--- src/rtl/tval_trap_writer_pkg.sv ---
`default_nettype none
// ============================================================================
//  Module   : tval_trap_writer_pkg
//  Purpose  : Shared types for the trap-value write path: sequence-number
//             type, trap FSM states, latched trap request and CSR selects.
//  Revision : 1.0  initial release
// ============================================================================
package tval_trap_writer_pkg;

  localparam int SQN_W = 7;

  typedef logic [SQN_W-1:0] SqN;

  typedef enum logic [1:0] {
    IDLE  = 2'd0,
    WAIT  = 2'd1,
    WRITE = 2'd2,
    FIRE  = 2'd3
  } TrapState_t;

  typedef struct packed {
    SqN         sqN;
    logic [4:0] cause;
    logic       toS;
    logic       tvalUse;
  } TrapReq;

  localparam logic CSR_SEL_MTVAL = 1'b0;
  localparam logic CSR_SEL_STVAL = 1'b1;

endpackage
`default_nettype wire

--- src/rtl/tval_trap_writer_if.sv ---
`default_nettype none
// ============================================================================
//  Module   : tval_trap_writer_if
//  Purpose  : Bundle of ROB commit, tval selector, abort and CSR write-port
//             signals around the trap-value writer. The slave modport is the
//             writer itself; master is its environment.
//  Revision : 1.0  initial release
// ============================================================================
interface tval_trap_writer_if #(
  parameter int SQN_W = 7
);

  logic             IN_trapValid;
  logic [SQN_W-1:0] IN_trapSqN;
  logic [4:0]       IN_trapCause;
  logic             IN_trapToS;
  logic             IN_tvalUse;
  logic [31:0]      IN_tval;
  logic             IN_abort;
  logic             IN_csrWrReady;

  logic             OUT_stall;
  logic             OUT_csrWrValid;
  logic             OUT_csrWrSel;
  logic [31:0]      OUT_csrWrData;
  logic             OUT_trapFire;
  logic [4:0]       OUT_trapCause;
  logic             OUT_trapToS;
  logic [SQN_W-1:0] OUT_trapSqN;

  modport slave (
    input  IN_trapValid, IN_trapSqN, IN_trapCause, IN_trapToS, IN_tvalUse,
           IN_tval, IN_abort, IN_csrWrReady,
    output OUT_stall, OUT_csrWrValid, OUT_csrWrSel, OUT_csrWrData,
           OUT_trapFire, OUT_trapCause, OUT_trapToS, OUT_trapSqN
  );

  modport master (
    output IN_trapValid, IN_trapSqN, IN_trapCause, IN_trapToS, IN_tvalUse,
           IN_tval, IN_abort, IN_csrWrReady,
    input  OUT_stall, OUT_csrWrValid, OUT_csrWrSel, OUT_csrWrData,
           OUT_trapFire, OUT_trapCause, OUT_trapToS, OUT_trapSqN
  );

endinterface
`default_nettype wire

--- src/rtl/tval_trap_writer.sv ---
`default_nettype none
// ============================================================================
//  Module   : tval_trap_writer
//  Purpose  : Accepts one committed trap, waits TVAL_DELAY cycles for the tval
//             selector to settle, samples tval once, writes it to mtval/stval
//             over a valid/ready port, then pulses the trap-fire strobe.
//  Revision : 1.0  initial release
// ============================================================================
module tval_trap_writer
  import tval_trap_writer_pkg::*;
#(
  parameter int SQN_W      = 7,
  parameter int TVAL_DELAY = 2   // legal range 1..7
) (
  input wire clk,
  input wire rst,
  tval_trap_writer_if.slave bus
);

  localparam int CNT_W = $clog2(TVAL_DELAY + 1);

  TrapState_t       state_q, state_d;
  logic [CNT_W-1:0] cnt_q,   cnt_d;
  TrapReq           req_q,   req_d;
  logic [31:0]      data_q,  data_d;

  // State, counter, request latch and data register; synchronous reset.
  always_ff @(posedge clk) begin
    if (rst) begin
      state_q <= IDLE;
      cnt_q   <= '0;
      req_q   <= '0;
      data_q  <= '0;
    end else begin
      state_q <= state_d;
      cnt_q   <= cnt_d;
      req_q   <= req_d;
      data_q  <= data_d;
    end
  end

  // Next-state logic: accept, count down to the sample point, write, fire.
  always_comb begin
    state_d = state_q;
    cnt_d   = cnt_q;
    req_d   = req_q;
    data_d  = data_q;
    unique case (state_q)
      IDLE: begin
        // Abort is meaningless here and must not mask a new trap.
        if (bus.IN_trapValid) begin
          req_d.sqN     = SqN'(bus.IN_trapSqN);
          req_d.cause   = bus.IN_trapCause;
          req_d.toS     = bus.IN_trapToS;
          req_d.tvalUse = bus.IN_tvalUse;
          cnt_d         = CNT_W'(TVAL_DELAY - 1);
          state_d       = WAIT;
        end
      end
      WAIT: begin
        if (bus.IN_abort) begin
          cnt_d   = '0;
          state_d = IDLE;
        end else if (cnt_q == '0) begin
          // Single sample point; later tval changes never reach data_q.
          data_d  = req_q.tvalUse ? bus.IN_tval : 32'd0;
          state_d = WRITE;
        end else begin
          cnt_d = cnt_q - CNT_W'(1);
        end
      end
      WRITE: begin
        // Once valid is raised it stays up until the CSR unit takes it.
        if (bus.IN_csrWrReady) begin
          state_d = FIRE;
        end
      end
      FIRE: begin
        state_d = IDLE;
      end
      default: begin
        state_d = IDLE;
      end
    endcase
  end

  // Outputs decode from state only; data outputs are zero outside their window.
  always_comb begin
    bus.OUT_stall      = (state_q != IDLE);
    bus.OUT_csrWrValid = 1'b0;
    bus.OUT_csrWrSel   = CSR_SEL_MTVAL;
    bus.OUT_csrWrData  = 32'd0;
    bus.OUT_trapFire   = 1'b0;
    bus.OUT_trapCause  = 5'd0;
    bus.OUT_trapToS    = 1'b0;
    bus.OUT_trapSqN    = '0;
    if (state_q == WRITE) begin
      bus.OUT_csrWrValid = 1'b1;
      bus.OUT_csrWrSel   = req_q.toS ? CSR_SEL_STVAL : CSR_SEL_MTVAL;
      bus.OUT_csrWrData  = data_q;
    end
    if (state_q == FIRE) begin
      bus.OUT_trapFire  = 1'b1;
      bus.OUT_trapCause = req_q.cause;
      bus.OUT_trapToS   = req_q.toS;
      bus.OUT_trapSqN   = SQN_W'(req_q.sqN);
    end
  end

  // Commit must hold off while a trap is in flight.
  a_no_trap_while_busy: assert property (@(posedge clk) disable iff (rst)
    !((state_q != IDLE) && bus.IN_trapValid))
    else $error("trap presented while writer busy");

endmodule
`default_nettype wire

--- src/flat_wrapper.sv ---
// flat-port wrapper written by rule: the top's interface ports become plain ports
module tval_trap_writer_flat import tval_trap_writer_pkg::*;
#(
  parameter int SQN_W      = 7,
  parameter int TVAL_DELAY = 2                      
)
  (clk, rst, bus_IN_trapValid, bus_IN_trapSqN, bus_IN_trapCause, bus_IN_trapToS, bus_IN_tvalUse, bus_IN_tval, bus_IN_abort, bus_IN_csrWrReady, bus_OUT_stall, bus_OUT_csrWrValid, bus_OUT_csrWrSel, bus_OUT_csrWrData, bus_OUT_trapFire, bus_OUT_trapCause, bus_OUT_trapToS, bus_OUT_trapSqN);
  tval_trap_writer_if #(.SQN_W(SQN_W)) bus_i ();
  input wire clk;
  input wire rst;
  input wire logic [$bits(bus_i.IN_trapValid)-1:0] bus_IN_trapValid;
  input wire logic [$bits(bus_i.IN_trapSqN)-1:0] bus_IN_trapSqN;
  input wire logic [$bits(bus_i.IN_trapCause)-1:0] bus_IN_trapCause;
  input wire logic [$bits(bus_i.IN_trapToS)-1:0] bus_IN_trapToS;
  input wire logic [$bits(bus_i.IN_tvalUse)-1:0] bus_IN_tvalUse;
  input wire logic [$bits(bus_i.IN_tval)-1:0] bus_IN_tval;
  input wire logic [$bits(bus_i.IN_abort)-1:0] bus_IN_abort;
  input wire logic [$bits(bus_i.IN_csrWrReady)-1:0] bus_IN_csrWrReady;
  output wire logic [$bits(bus_i.OUT_stall)-1:0] bus_OUT_stall;
  output wire logic [$bits(bus_i.OUT_csrWrValid)-1:0] bus_OUT_csrWrValid;
  output wire logic [$bits(bus_i.OUT_csrWrSel)-1:0] bus_OUT_csrWrSel;
  output wire logic [$bits(bus_i.OUT_csrWrData)-1:0] bus_OUT_csrWrData;
  output wire logic [$bits(bus_i.OUT_trapFire)-1:0] bus_OUT_trapFire;
  output wire logic [$bits(bus_i.OUT_trapCause)-1:0] bus_OUT_trapCause;
  output wire logic [$bits(bus_i.OUT_trapToS)-1:0] bus_OUT_trapToS;
  output wire logic [$bits(bus_i.OUT_trapSqN)-1:0] bus_OUT_trapSqN;
  assign bus_i.IN_trapValid = bus_IN_trapValid;
  assign bus_i.IN_trapSqN = bus_IN_trapSqN;
  assign bus_i.IN_trapCause = bus_IN_trapCause;
  assign bus_i.IN_trapToS = bus_IN_trapToS;
  assign bus_i.IN_tvalUse = bus_IN_tvalUse;
  assign bus_i.IN_tval = bus_IN_tval;
  assign bus_i.IN_abort = bus_IN_abort;
  assign bus_i.IN_csrWrReady = bus_IN_csrWrReady;
  assign bus_OUT_stall = bus_i.OUT_stall;
  assign bus_OUT_csrWrValid = bus_i.OUT_csrWrValid;
  assign bus_OUT_csrWrSel = bus_i.OUT_csrWrSel;
  assign bus_OUT_csrWrData = bus_i.OUT_csrWrData;
  assign bus_OUT_trapFire = bus_i.OUT_trapFire;
  assign bus_OUT_trapCause = bus_i.OUT_trapCause;
  assign bus_OUT_trapToS = bus_i.OUT_trapToS;
  assign bus_OUT_trapSqN = bus_i.OUT_trapSqN;
  tval_trap_writer #(.SQN_W(SQN_W), .TVAL_DELAY(TVAL_DELAY)) u_core (.clk(clk), .rst(rst), .bus(bus_i));
endmodule
--- config.mk ---
export PLATFORM = sky130hd
export DESIGN_NAME = tval_trap_writer_flat
export DESIGN_NICKNAME = d
export VERILOG_FILES = /design/src/rtl/tval_trap_writer_pkg.sv /design/src/rtl/tval_trap_writer_if.sv /design/src/rtl/tval_trap_writer.sv /design/src/flat_wrapper.sv
export SDC_FILE = /design/constraint.sdc
export NUM_CORES = 1
export LEC_CHECK = 0
export ABC_AREA = 1
export BUFFER_PORTS_ARGS = -buffer_cell sky130_fd_sc_hd__buf_4
export CAP_MARGIN = 20
export CORE_MARGIN = 2
export CORE_UTILIZATION = 47
export CTS_CLUSTER_SIZE = 8
export DETAILED_ROUTE_END_ITERATION = 12
export PLACE_DENSITY_LB_ADDON = 0.25
export SLEW_MARGIN = 15
export SYNTH_ARGS = -nofsm -noshare
export SYNTH_HDL_FRONTEND = slang
export SYNTH_SLANG_ARGS = --single-unit
--- constraint.sdc ---
create_clock -name clk -period 1.7 [get_ports clk]
set_clock_uncertainty 0.15 [all_clocks]
set_input_delay 0.085 -clock clk [delete_from_list [all_inputs] [get_ports clk]]
set_output_delay 0.085 -clock clk [all_outputs]
set_load 0.02 [all_outputs]
==> impl_metrics.toml, run 1 <==
[status]
status = "complete, no violations"

[floorplan]
die_area_um2 = 5621
coreArea_um2 = 4786
die_h_um = 74.97
pin_count = 100
die_x_um = 74.97
rows = 25
start_util_pct = 49.46

[logic_synthesis]
syn_nets = 415
yosysMostFrequentCell = "nor2_1"
yosys-top-cells-area = "dfxtp_1, nor2_1, nand2_1"
synthTopCellsByCount = "nor2_1, nand2_1, inv_1"
synth.top_cell.area_share_pct = 42.28
ys_types = 20
netlist_area_um2 = 2367
synthCells = 363
ys_warn_count = 0
ys.flop_type = "dfxtp_1"
synth_largest_area_cell = "dfxtp_1"
ys_seq_area_share_pct = 42.28
synth_edf_count = 0
syn_avg_cell_area_um2 = 6.521
async_flop_share_pct = 0
ys_ff_latch = 50

[clock_network]
root_buffer = "clkbuf_8"
clk_latency_ns = 0.31
clkSinkCount = 50
clkTransAtPathRegs_ns = 0.09
numCtsBuffers = 5
htreeDepth = 2
cts_tree = "built"
cts_buffer_depth = 2

[worst_setup_path]
cpMostUsedCell = "inv_2"
crit_family = "buffers and inverters"
end_kind = "output port"
path_class = "flop to output port"
arrival_ns = 1.38
critical_path_required_ns = 1.46
crit_slowest_cell = "dfxtp_4"
worstPathCellList = "inv_2 -> nor2_4 -> inv_2 -> buf_6 -> nor2_1 -> buf_4"
critPathBufInv = 4
slowest_delay_ns = 0.39
crit_fanout = 25
rr_startpoint = "u_core.cnt_q[0]$_SDFFE_PP0P_"
crit_path_start_kind = "flop"

[hold_path]
hp-class = "primary input to flop"
min-delay-start = "bus_IN_abort"

[final_layout]
n_fill_cell = 350
antenna_cells = 0
drive_gt1_share_pct = 24.75
design_area_um2 = 3695
syn_to_final_growth_pct = 56.08
fin_nets = 552

[grt]
grt_max_degree = 65
grt_pass1_wl_um = 9873
track_usage_pct = 22.80
grt_pass1_vias = 2339
grt_antenna_before_repair = 0
grt_overflow = 0

[sta]
max_freq_mhz = 617.9
hold_violations = 0
min_period_ns = 1.618
slew_headroom_pct = 72.50
fin_crit_sh_pct = 95.19
drv_slew = 0
setup_tns_ns = 0
rsz0062_at_grt = "no"
max_slew.worst_pin.slew_ns = 0.4120
setup_viol = 0

[route]
wl_per_cell_um = 11.24
drtPass1Iterations = 4
routed_wl_um = 6383
drtIter0Drc = 126
post-route-drc-count = 0
via_per_inst = 4.614
ant_nets = 0
vias = 2621

[pwr]
p_per_area_nw_per_um2 = 721.8
ir_drop_mv = 0.4595
leakage_nw = 1.619

[placed_design]
placed_cell_area_um2 = 3108
routabilityCongestion = 0.7462
portBuffers = 99
post-dp-hpwl_um = 3934

[run]
maxCapViolCount = 0
-- worst min-delay path: cells and delay by family --
kind,cells,cell delay (ns)
AND/OR/NAND/NOR,1,0.16
buffers and inverters,2,0.15
AO/OA/AOI/OAI,1,0.08
-- timing repair --
| item | CTS | global route |
|---|---|---|
| endpoints found under the setup margin | 47 | 31 |
| hold buffers | 47 | 0 |
| setup buffers | 0 | 0 |
| gates resized for setup | 5 | 3 |
| endpoints found under the hold margin | 46 | 0 |
-- logic make-up (layout without fill, tap and decap cells) --
group,count (synthesis),after routing,synth area share (%)
AOI/OAI and AO/OA,63,63,13.32
buffers and inverters,79,217,15.12
and+or+nand+nor,170,170,28.75
adders and majority gates,1,1,0.5285
DFF,50,50,42.28
-- flip-flops by register name (all words and copies together), names as in the netlist, named ones only --
| signal | flops |
|---|---|
| u_core.data_q | 32 |
| u_core.cnt_q | 2 |
| u_core.state_q | 1 |
| u_core.req_q | 14 |
-- area by class of cell --
type                            count  area [um^2]  area share, %
Clock buffer                        6        82.58          2.235
Clock inverter                      2        12.51         0.3386
Inverter                           57        214.0          5.791
Multi-Input combinational cell    234         1021          27.63
Sequential cell                    50         1006          27.23
Tap cell                           67        83.83          2.269
Timing Repair Buffer              152         1275          34.51
-- per-layer routing --
layer	wire length [um]	vias up	share of wire [%]	track usage, %
li1	-	1356	-	-
met1	2671	1168	42	25.94
met2	3238	89	51	41.52
met3	380	8	6.0	5.489
met4	93	0	1.5	7.738
met5	0	-	0	0
-- final timing paths --
| kind | end | slack, ns | cells after the start |
|---|---|---|---|
| setup / recovery | bus_OUT_csrWrData[15] | 0.08 | 6 |
| hold / removal | flop | 0.05 | 4 |
| setup reg to reg | u_core.data_q[3]$_SDFFE_PP0P_ | 0.12 | 8 |
| hold reg to reg | u_core.req_q[12]$_SDFFE_PP0P_ | 0.31 | 2 |
-- power breakdown --
part	total, mW	internal [mW]	switching (mW)
logic	0.608	0.289	0.320
clock network	0.730	0.328	0.403
registers	1.33	1.27	0.0535
total	2.67	1.89	0.776
-- metrics by stage --
step           util, %  worst slack [ns]  hold WS, ns  power [mW]  instances
5_1_grt          77.20          0.006528      0.06896       2.809        568
4_1_cts          76.99           0.04215      0.04231       2.675        568
3_5_place_dp     64.94            0.1688       0.2107       1.861        513
6_report         77.20           0.08170      0.05200       2.667        568
2_1_floorplan        -           0.06241      0.08026       1.696        363
3_3_place_gp     64.94            0.1936       0.1860       1.841        513
-- placed cells by master, fill, tap and decap left out, types with 2 or more instances in the layout --
cell type / count
o21ai_1: 5
nor2_2: 2
buf_4: 103
nand2_1: 73
inv_2: 2
o21ai_0: 41
dfxtp_1: 48
nor2_1: 87
a21oi_1: 17
nand2_2: 2
inv_1: 55
clkbuf_8: 6
dlygate4sd3_1: 47
No activity file was read; power rests on OpenSTA's default activity.
==> run 2: changes to the inputs <==
--- a/config.mk
+++ b/config.mk
@@ -12,7 +12,7 @@
 export CORE_UTILIZATION = 47
 export CTS_CLUSTER_SIZE = 8
 export DETAILED_ROUTE_END_ITERATION = 12
-export PLACE_DENSITY_LB_ADDON = 0.25
+export PLACE_DENSITY = 0.79
 export SLEW_MARGIN = 15
 export SYNTH_ARGS = -nofsm -noshare
 export SYNTH_HDL_FRONTEND = slang
==> constraint.sdc (replaced) <==
create_clock -name clk -period 1.75 [get_ports clk]
set_clock_uncertainty 0.15 [all_clocks]
set_input_delay 0.0875 -clock clk [delete_from_list [all_inputs] [get_ports clk]]
set_output_delay 0.0875 -clock clk [all_outputs]
set_load 0.02 [all_outputs]
==> run 2 against run 1 <==
Setup slack better by 0.049 ns; clock-buffer cell count up 2; first-iteration DRC count stayed put; total power fell by 0.87%; routed wire length is 0.72% higher; sequential share of layout area is 0.24 points lower; register-to-register slack improved by 0.15 ns; highest routed layer unchanged.
==> impl_metrics.toml, run 2 (synthesis results as in run 1) <==
[sta]
finalWorstSetupSlack_ns = 0.1305
drv_slew = 0
hold_violations = 0
finalHoldWorstSlack_ns = 0.06273
fin_crit_sh_pct = 92.54
slew_headroom_pct = 72.00
setup_tns_ns = 0
max_slew.worst_pin.slew_ns = 0.4186
max_freq_mhz = 617.5
min_period_ns = 1.619
rsz0062_at_grt = "no"
setup_viol = 0

[grt]
grt_max_degree = 37
top_usage_layer = "met2"
grt_use_met1_pct = 27.26
grt_overflow = 0
track_usage_pct = 23.07
grt_pass1_wl_um = 9991
grt_antenna_before_repair = 0
gr-usage-met2_pct = 40.64
use_met3_pct = 6.693
grt_pass1_vias = 2337

[clock_network]
cts_tree = "built"
clk_latency_ns = 0.30
clkSinkCount = 50
cts_buffer_depth = 2
numCtsBuffers = 5
post_cts_buffers = 0
htreeDepth = 2
root_buffer = "clkbuf_8"
clkTransAtPathRegs_ns = 0.08

[pwr]
ir_drop_mv = 0.4397
p_total_mw = 2.643
p_per_area_nw_per_um2 = 709.2
leakage_nw = 1.636

[final_layout]
n_fill_cell = 365
multiInputGateArea_um2 = 1016
layout.cells.non_filler = 569
largest-register = "u_core.data_q"
syn_to_final_growth_pct = 57.45
seqCellArea_um2 = 1006
drive_gt1_share_pct = 24.70
fin_nets = 553
layout_commonest_cell = "buf_4"
design_area_um2 = 3727
layout_common_cells = "buf_4, nor2_1, nand2_1, inv_1"
antenna_cells = 0
largest_reg_flops = 32
reg_top3 = "u_core.data_q x32, u_core.req_q x14, u_core.cnt_q x2"
post-route-util_pct = 77.88

[worst_setup_path]
critical_path_required_ns = 1.51
slowest_delay_ns = 0.39
cpMostUsedCell = "inv_2"
end_kind = "output port"
crit_fanout = 23
arrival_ns = 1.38
crit_path_start_kind = "flop"
r2r-end = "u_core.data_q[1]$_SDFFE_PP0P_"
crit_slowest_cell = "dfxtp_4"
worst_r2r_path_depth = 7
path_class = "flop to output port"
rr_startpoint = "u_core.cnt_q[0]$_SDFFE_PP0P_"
worstPathCellList = "inv_2 -> nor2_2 -> inv_2 -> buf_6 -> nor2_1 -> buf_4"
r2r_slack_ns = 0.27

[placed_design]
portBuffers = 99
post-dp-hpwl_um = 3916
dp_cells = 513
routabilityCongestion = 0.7497
pre_cts_slack_ns = 0.2810
placed_cell_area_um2 = 3120

[hold_path]
min-delay-start = "bus_IN_abort"
hp-class = "primary input to flop"
hold_depth = 4

[route]
drtIter0Drc = 126
wl_per_cell_um = 11.30
routed_wl_um = 6429
vias = 2577
via_per_inst = 4.529
post-route-drc-count = 0
ant_nets = 0
drtPass1Iterations = 4

[floorplan]
die_h_um = 74.97
die_x_um = 74.97
coreArea_um2 = 4786
pin_count = 100
rows = 25
die_area_um2 = 5621
start_util_pct = 49.46

[status]
status = "complete, no violations"

[run]
maxCapViolCount = 0
[run 2: final cells by class]
type	instances	share of cell area (%)
Multi-Input combinational cell	234	27.26
Clock buffer	8	2.954
Timing Repair Buffer	153	34.81
Inverter	57	5.740
Sequential cell	50	26.99
Tap cell	67	2.249
[run 2: worst max path at each step]
stage | to | slack, ns | depth (start not counted)
after floorplan | bus_OUT_csrWrData[10] | 0.11 | 5
final | bus_OUT_csrWrData[13] | 0.13 | 6
after detailed placement | u_core.data_q[1]$_SDFFE_PP0P_ | 0.28 | 7
after CTS | bus_OUT_csrWrData[6] | 0.03 | 6
after global routing | bus_OUT_csrWrData[31] | 0.04 | 6
after global placement | bus_OUT_csrWrData[6] | 0.27 | 6
[run 2: where the power goes]
part / leakage [nW] / internal [mW] / switching (mW)
Combinational: 1.17 / 0.284 / 0.308
Clock: 0.0575 / 0.399 / 0.364
Sequential: 0.410 / 1.24 / 0.0498
Total: 1.64 / 1.92 / 0.722
[run 2: worst max-delay path, delay by kind of cell (launching register included)]
family / cells / cell delay (ns)
buffers and inverters: 4 / 0.45
flip-flops: 1 / 0.39
AND/OR/NAND/NOR: 2 / 0.24
[run 2: metal layers]
layer / up-vias / wire length, um
met5: - / 0
met3: 8 / 464
met1: 1116 / 2756
li1: 1356 / -
met4: 0 / 73
met2: 97 / 3135
[run 2: timing repair]
item	4_1_cts	5_1_grt
cloned	0	0
endpoints found under the hold margin	47	0
resized for setup	2	5
setup endpoints to repair	36	33
hold buffers	48	0
==> run 3: changes to the inputs <==
--- a/config.mk
+++ b/config.mk
@@ -9,10 +9,11 @@
 export BUFFER_PORTS_ARGS = -buffer_cell sky130_fd_sc_hd__buf_4
 export CAP_MARGIN = 20
 export CORE_MARGIN = 2
-export CORE_UTILIZATION = 47
+export CORE_UTILIZATION = 51
 export CTS_CLUSTER_SIZE = 8
 export DETAILED_ROUTE_END_ITERATION = 12
-export PLACE_DENSITY = 0.79
+export PLACE_DENSITY = 0.85
+export RECOVER_POWER = 50
 export SLEW_MARGIN = 15
 export SYNTH_ARGS = -nofsm -noshare
 export SYNTH_HDL_FRONTEND = slang
==> constraint.sdc (replaced) <==
create_clock -name clk -period 2.07 [get_ports clk]
set_clock_uncertainty 0.15 [all_clocks]
set_input_delay 0.1035 -clock clk [delete_from_list [all_inputs] [get_ports clk]]
set_output_delay 0.1035 -clock clk [all_outputs]
set_load 0.02 [all_outputs]
==> run 3 against run 2 <==
Register-to-register slack worse by 0.06 ns; flip-flop and latch count did not move; total power shrank 8.9%; utilization rose by 3.8 points; largest power group unchanged; sequential share of layout area is 0.76 points higher; final cell count decreased by 4.6%; non-clock buffer count fell by 11; critical path depth decreased by 1; global-route usage increased by 2.4 points; combinational power decreased by 19%; largest cell class unchanged; routed wire length grew 2.1%; critical path type is now flop to flop.
==> impl_metrics.toml, run 3 (synthesis results as in run 1) <==
[status]
status = "complete, no violations"

[clock_network]
post_cts_buffers = 0
numCtsBuffers = 5
clk_latency_ns = 0.30
root_buffer = "clkbuf_8"
cts_tree = "built"
clkTransAtPathRegs_ns = 0.09
htreeDepth = 2
clkSinkCount = 50
cts_buffer_depth = 2

[final_layout]
layout_commonest_cell = "buf_4"
largest-register = "u_core.data_q"
drive_gt1_share_pct = 23.22
syn_to_final_growth_pct = 52.38
design_area_um2 = 3607
fin_nets = 542
antenna_cells = 0
reg_top3 = "u_core.data_q x32, u_core.req_q x14, u_core.cnt_q x2"
largest_reg_flops = 32
layout_common_cells = "buf_4, nor2_1, nand2_1, inv_1, dfxtp_1"

[sta]
fin_crit_sh_pct = 90.09
max_slew.worst_pin.slew_ns = 0.4746
max_freq_mhz = 536.2
setup_tns_ns = 0
drv_slew = 0
slew_headroom_pct = 68.29
min_period_ns = 1.865
hold_violations = 0
rsz0062_at_grt = "no"
setup_viol = 0

[floorplan]
coreArea_um2 = 4414
rows = 24
die_x_um = 72.13
die_h_um = 72.13
start_util_pct = 53.63
pin_count = 100
die_area_um2 = 5203

[placed_design]
portBuffers = 99
routabilityCongestion = 0.8105
placed_cell_area_um2 = 3067
post-dp-hpwl_um = 3755

[pwr]
ir_drop_mv = 0.4843
leakage_nw = 1.595
p_per_area_nw_per_um2 = 667.4

[worst_setup_path]
crit_path_start_kind = "flop"
path_class = "flop to flop"
arrival_ns = 1.91
r2r_slack_ns = 0.21
crit_family = "buffers and inverters"
crit_slowest_cell = "dlygate4sd3_1"
slowest_delay_ns = 0.55
worstPathCellList = "nor2_2 -> nand2_4 -> o21ai_1 -> nor2_1 -> dlygate4sd3_1"
critPathBufInv = 1
critical_path_required_ns = 2.12
crit_fanout = 27
end_kind = "flop"

[route]
wl_per_cell_um = 12.08
via_per_inst = 4.823
post-route-drc-count = 0
ant_nets = 0
routed_wl_um = 6562
drtPass1Iterations = 5
drtIter0Drc = 195
vias = 2619

[grt]
track_usage_pct = 25.47
grt_pass1_wl_um = 10600
grt_pass1_vias = 2455
grt_max_degree = 39
grt_overflow = 0
grt_antenna_before_repair = 0

[run]
maxCapViolCount = 0

[hold_path]
hp-class = "primary input to flop"
## run 3: changes by cell type in the layout (fill, tap and decap cells not counted), sizes merged
| cell | previous run | this run |
|---|---|---|
| buf | 105 | 99 |
| clkbuf | 8 | 9 |
| bufinv | 0 | 2 |
| dlygate4sd3 | 48 | 40 |
## run 3: routing by layer
metal	wire length [um]	part of all wire (%)	track usage, %
met5	0	0	0
met4	99	1.5	7.966
met3	527	8.0	7.361
met2	3246	49	45.36
met1	2687	41	29.31
## run 3: layout make-up
type	instances	area [um^2]
Fill cell	279	807.0
Clock buffer	6	82.58
Inverter	57	216.5
Clock inverter	2	60.06
Multi-Input combinational cell	234	1013
Timing Repair Buffer	142	1169
Sequential cell	50	1001
Tap cell	52	65.06
## run 3: tightest hold or removal path: cells and delay by family
kind,cells,cell delay [ns]
simple gates,3,0.14
buf+inv,1,0.11
compound gates,1,0.07
## run 3: stage by stage
step	utilization (%)	hold slack, ns	worst slack (ns)	cells	power (mW)
after floorplan	-	0.09876	0.4139	363	1.393
after global placement	69.47	0.2003	0.4519	495	1.507
after detailed placement	69.47	0.2076	0.4393	495	1.521
after CTS	81.77	0.005467	0.09975	543	2.406
after global routing	81.72	0.02827	0.06688	543	2.525
final	81.72	0.01051	0.2050	543	2.407
## run 3: worst paths after layout
check                            startpoint                        endpoint  cells past startpoint
min reg2reg    u_core.req_q[6]$_SDFFE_PP0P_    u_core.req_q[6]$_SDFFE_PP0P_                      2
max          u_core.state_q[0]$_SDFFE_PP0P_    u_core.req_q[0]$_SDFFE_PP0P_                      5
min                         bus_IN_tval[23]  u_core.data_q[23]$_SDFFE_PP0P_                      5
max reg2reg  u_core.state_q[0]$_SDFFE_PP0P_    u_core.req_q[0]$_SDFFE_PP0P_                      5
## run 3: timing repair
action                                  in CTS  in global routing
endpoints found under the setup margin       0                 14
hold buffers                                40                  0
resized for setup                            0                  3
endpoints found under the hold margin       39                  0
## run 3: report_power, final
part           internal, mW  switching, mW
clock                 0.515          0.317
combinational         0.220          0.263
sequential             1.05         0.0457
total                  1.78          0.626
